===== src/rtl/din_conditioner.sv =====
// Switch conditioner: synchronizes a raw button level, debounces it with a
// four-state FSM and emits one-cycle press/release strobes plus the clean level.
module din_conditioner #(
    parameter int DEBOUNCE_CYCLES = 4,
    parameter int SYNC_STAGES     = 2
) (
    input  logic clk,
    input  logic reset,
    input  logic btn_in,
    output logic din_pulse,
    output logic rel_pulse,
    output logic din_level
);

    localparam int CNT_W = (DEBOUNCE_CYCLES > 1) ? $clog2(DEBOUNCE_CYCLES) : 1;
    localparam logic [CNT_W-1:0] CNT_LAST = CNT_W'(DEBOUNCE_CYCLES - 1);

    localparam logic [1:0] S_LOW      = 2'd0;
    localparam logic [1:0] S_RISE_CHK = 2'd1;
    localparam logic [1:0] S_HIGH     = 2'd2;
    localparam logic [1:0] S_FALL_CHK = 2'd3;

    logic [SYNC_STAGES-1:0] sync_q;
    logic                   btn_sync;
    logic [1:0]             state_q, state_d;
    logic [CNT_W-1:0]       cnt_q, cnt_d;
    logic                   din_pulse_q, din_pulse_d;
    logic                   rel_pulse_q, rel_pulse_d;
    logic                   din_level_q, din_level_d;

    assign btn_sync = sync_q[SYNC_STAGES-1];

    always_comb begin
        state_d     = state_q;
        cnt_d       = cnt_q;
        din_pulse_d = 1'b0;
        rel_pulse_d = 1'b0;
        case (state_q)
            S_LOW: begin
                if (btn_sync) begin
                    state_d = S_RISE_CHK;
                    cnt_d   = '0;
                end
            end
            S_RISE_CHK: begin
                if (!btn_sync) begin
                    state_d = S_LOW;
                end else if (cnt_q == CNT_LAST) begin
                    state_d     = S_HIGH;
                    din_pulse_d = 1'b1;
                end else begin
                    cnt_d = cnt_q + CNT_W'(1);
                end
            end
            S_HIGH: begin
                if (!btn_sync) begin
                    state_d = S_FALL_CHK;
                    cnt_d   = '0;
                end
            end
            default: begin
                if (btn_sync) begin
                    state_d = S_HIGH;
                end else if (cnt_q == CNT_LAST) begin
                    state_d     = S_LOW;
                    rel_pulse_d = 1'b1;
                end else begin
                    cnt_d = cnt_q + CNT_W'(1);
                end
            end
        endcase
        // Level follows the state being entered so it rises with the press strobe.
        din_level_d = (state_d == S_HIGH) || (state_d == S_FALL_CHK);
    end

    always_ff @(posedge clk) begin
        if (reset) begin
            sync_q      <= '0;
            state_q     <= S_LOW;
            cnt_q       <= '0;
            din_pulse_q <= 1'b0;
            rel_pulse_q <= 1'b0;
            din_level_q <= 1'b0;
        end else begin
            sync_q      <= {sync_q[SYNC_STAGES-2:0], btn_in};
            state_q     <= state_d;
            cnt_q       <= cnt_d;
            din_pulse_q <= din_pulse_d;
            rel_pulse_q <= rel_pulse_d;
            din_level_q <= din_level_d;
        end
    end

    assign din_pulse = din_pulse_q;
    assign rel_pulse = rel_pulse_q;
    assign din_level = din_level_q;

endmodule


===== config.mk =====
export PLATFORM = sky130hd
export DESIGN_NAME = din_conditioner
export DESIGN_NICKNAME = d
export VERILOG_FILES = /design/src/rtl/din_conditioner.sv
export SDC_FILE = /design/constraint.sdc
export NUM_CORES = 1
export LEC_CHECK = 0
export ABC_AREA = 1
export CELL_PAD_IN_SITES_DETAIL_PLACEMENT = 1
export CELL_PAD_IN_SITES_GLOBAL_PLACEMENT = 2
export CORE_MARGIN = 1.5
export CORE_UTILIZATION = 29
export CTS_BUF_LIST = sky130_fd_sc_hd__clkbuf_16
export DETAILED_ROUTE_END_ITERATION = 7
export PLACE_DENSITY = 0.85
export SETUP_SLACK_MARGIN = 0.4
export SLEW_MARGIN = 20
export SYNTH_ARGS = -nofsm -noshare
export SYNTH_HDL_FRONTEND = slang
export SYNTH_SLANG_ARGS = --single-unit

===== constraint.sdc =====
create_clock -name clk -period 3.65 [get_ports clk]
set_clock_uncertainty 0.1 [all_clocks]
set_input_delay 0.5475 -clock clk [delete_from_list [all_inputs] [get_ports clk]]
set_output_delay 0.5475 -clock clk [all_outputs]
set_load 0.03 [all_outputs]

==> flow_summary_export.csv <==
group,metric,value,unit
status,status,"completed",
yosys,syn_area,444.2,sq um
final_layout,nFillCells,184,
detailed_routing,vias,403,
power,p_leak,0.0002770,uW
placed_design,dpl-instance-area,513.0,sq um
setup_path,path_buf_inv,1,
setup_path,cp-start-kind,"register",
timing,worstMarginPinSlew,0.3006,ns
yosys,synth.area.top_cells,"dfxtp_1 (36%), ha_1 (14%), nand2_1 (13%)",
final_layout,nets,82,
power,p_per_area,509.5,nW/um^2
placed_design,dp_slack,1.872,ns
final_layout,area_growth,32.39,%
clocking,path_clk_slew,0.04,ns
global_routing,grt_max_degree,8,
power,fin_total_pwr,299.6,uW
timing,grt_setup_unrepaired,"false",
floorplan,fp.dieArea,1775,sq um
yosys,netlist_instances,64,
floorplan,io_pins,6,
timing,fmax,495.8,MHz
yosys,synth-seq-cells,8,
min_path,holdCritStartpoint,"sync_q[0]",
clocking,cts.sinks,8,
global_routing,gr-total-overflow,0,
floorplan,core,1366,sq um
clocking,ctsResizeCount,0,
final_layout,stdcell_area,588.1,sq um
setup_path,timing.critical_path.max_delay_family,"buffers and inverters",
floorplan,die_h,42.14,um
yosys,synth_cell_types,13,
final_layout,antenna_cells,0,
setup_path,cp.arrival,1.37,ns
clocking,holdBufCountCts,0,
power,peakVddDrop,0.2846,mV
timing,setup_slack,1.633,ns
clocking,htreeDepth,1,
timing,fin_crit_sh,55.26,%
yosys,avgSynthCellArea,6.940,sq um
detailed_routing,route.detailed.drc,0,
floorplan,fp-row-count,13,
yosys,synth_top_area_share,36.06,%
timing,min_period,2.017,ns
timing,hold_viol,0,
clocking,postCtsSetupBuffers,0,
detailed_routing,drtPass1Iterations,3,
placed_design,hpwl,755.2,um
timing,finalSetupViolations,0,
min_path,min-delay-path-class,"reg -> reg",
global_routing,grt_pass1_vias,409,
final_layout,drive_gt1_share,6.944,%
yosys,synth_nets,72,
floorplan,fp.dieW,42.14,um
detailed_routing,ant_nets,0,
setup_path,slowest_stage,"clkdlybuf4s50_1",
setup_path,crit_type,"reg -> out",
clocking,clk_latency,0.23,ns
timing,relSlewSlack,79.90,%
setup_path,critPathRequiredTime,3.00,ns
yosys,yosysSeqAreaShare,36.06,%
setup_path,worstSetupStartpoint,"din_level",
clocking,cts_root_buf,"clkbuf_16",
global_routing,antenna_found_initial,0,
timing,maxSlewViolCount,0,
floorplan,start_util,32.51,%
setup_path,slowest_delay,0.71,ns
timing,final.setup.tns,0,ns
global_routing,grt_first_pass_wirelength,1711,um
final_layout,layout_common_cells,"nand2_1 (15), inv_1 (13), nor2_1 (9)",
yosys,yosysWarnings,0,
placed_design,numPortBuffers,5,
yosys,yosysTopAreaCell,"dfxtp_1",
detailed_routing,wire_per_inst,11.57,um
detailed_routing,vias_per_cell,4.632,
setup_path,cp_max_fo,7,
clocking,numCtsBuffers,3,
clocking,clk_path_buf_depth,2,
detailed_routing,wirelength,1007,um
detailed_routing,drtIter0Drc,1,
global_routing,grtUsageTotal,13.21,%
run,drv_cap,0,
setup_path,cp-end-kind,"output port",
setup_path,rr_startpoint,"din_level",
setup_path,path_cells,"clkdlybuf4s50_1",
placed_design,gp_congestion,0.7726,
clocking,cts_tree,"done",
final_layout,mostFrequentLayoutCell,"nand2_1",
==> flip-flops by register name, indices dropped and copies added, names as in the netlist <==
name       cells
din_level      1
sync_q         2
rel_pulse      1
din_pulse      1
cnt_q          2
state_q        1
==> cell usage after synthesis <==
cell / instances
nor4_1: 1
o21ai_1: 1
a21oi_2: 1
nand3_2: 1
nand3_1: 5
o21ai_0: 2
ha_1: 5
dfxtp_1: 8
a21oi_1: 2
nor2_1: 9
inv_1: 13
nand2_1: 15
o211ai_1: 1
==> cells by family (layout without fill, tap and decap cells) <==
family	count (synthesis)	in the layout	share of synthesized area [%]
compound gates	7	7	9.296
fa+ha+maj	5	5	14.08
buf+inv	13	21	10.99
flops	8	8	36.06
simple gates	31	31	29.58
==> area by class of cell <==
type                       count  area [sq um]  area share [%]
multi-input combinational     43         235.2           40.00
tap                           15         18.77           3.191
sequential                     8         160.2           27.23
timing repair buffer           5         50.05           8.511
inverter                      13         48.80           8.298
clock buffer                   3         75.07           12.77
==> stage by stage <==
step	util [%]	std cells	hold slack [ns]
6_report	43.04	87	0.3049
5_1_grt	43.04	87	0.3250
4_1_cts	43.04	87	0.3092
3_5_place_dp	37.55	84	0.3042
3_3_place_gp	37.55	84	0.2960
2_1_floorplan	-	64	0.2883
==> routing by layer <==
metal | vias to the layer above | global-route usage (%) | share of wire [%]
li1 | 216 | - | -
met4 | 0 | 3.750 | 0
met5 | - | 0 | 0
met3 | 0 | 7.759 | 4.2
met1 | 180 | 14.51 | 49
met2 | 7 | 21.56 | 47
==> report_power, final <==
| part | leakage (uW) | internal, uW | total (uW) | switching (uW) |
|---|---|---|---|---|
| Combinational | 0.000175 | 8.83 | 21.6 | 12.8 |
| Sequential | 0.0000653 | 91.6 | 95.0 | 3.39 |
| Clock | 0.0000370 | 141 | 183 | 41.9 |
| Total | 0.000277 | 242 | 300 | 58.1 |
==> worst paths after layout <==
path	to	slack (ns)	cells past startpoint
setup / recovery	din_level	1.63	1
setup reg to reg	cnt_q[1]	2.10	8
hold reg to reg	sync_q[1]	0.30	2
hold / removal	sync_q[1]	0.30	2
Note: power is estimated with default switching activity, not from simulation.
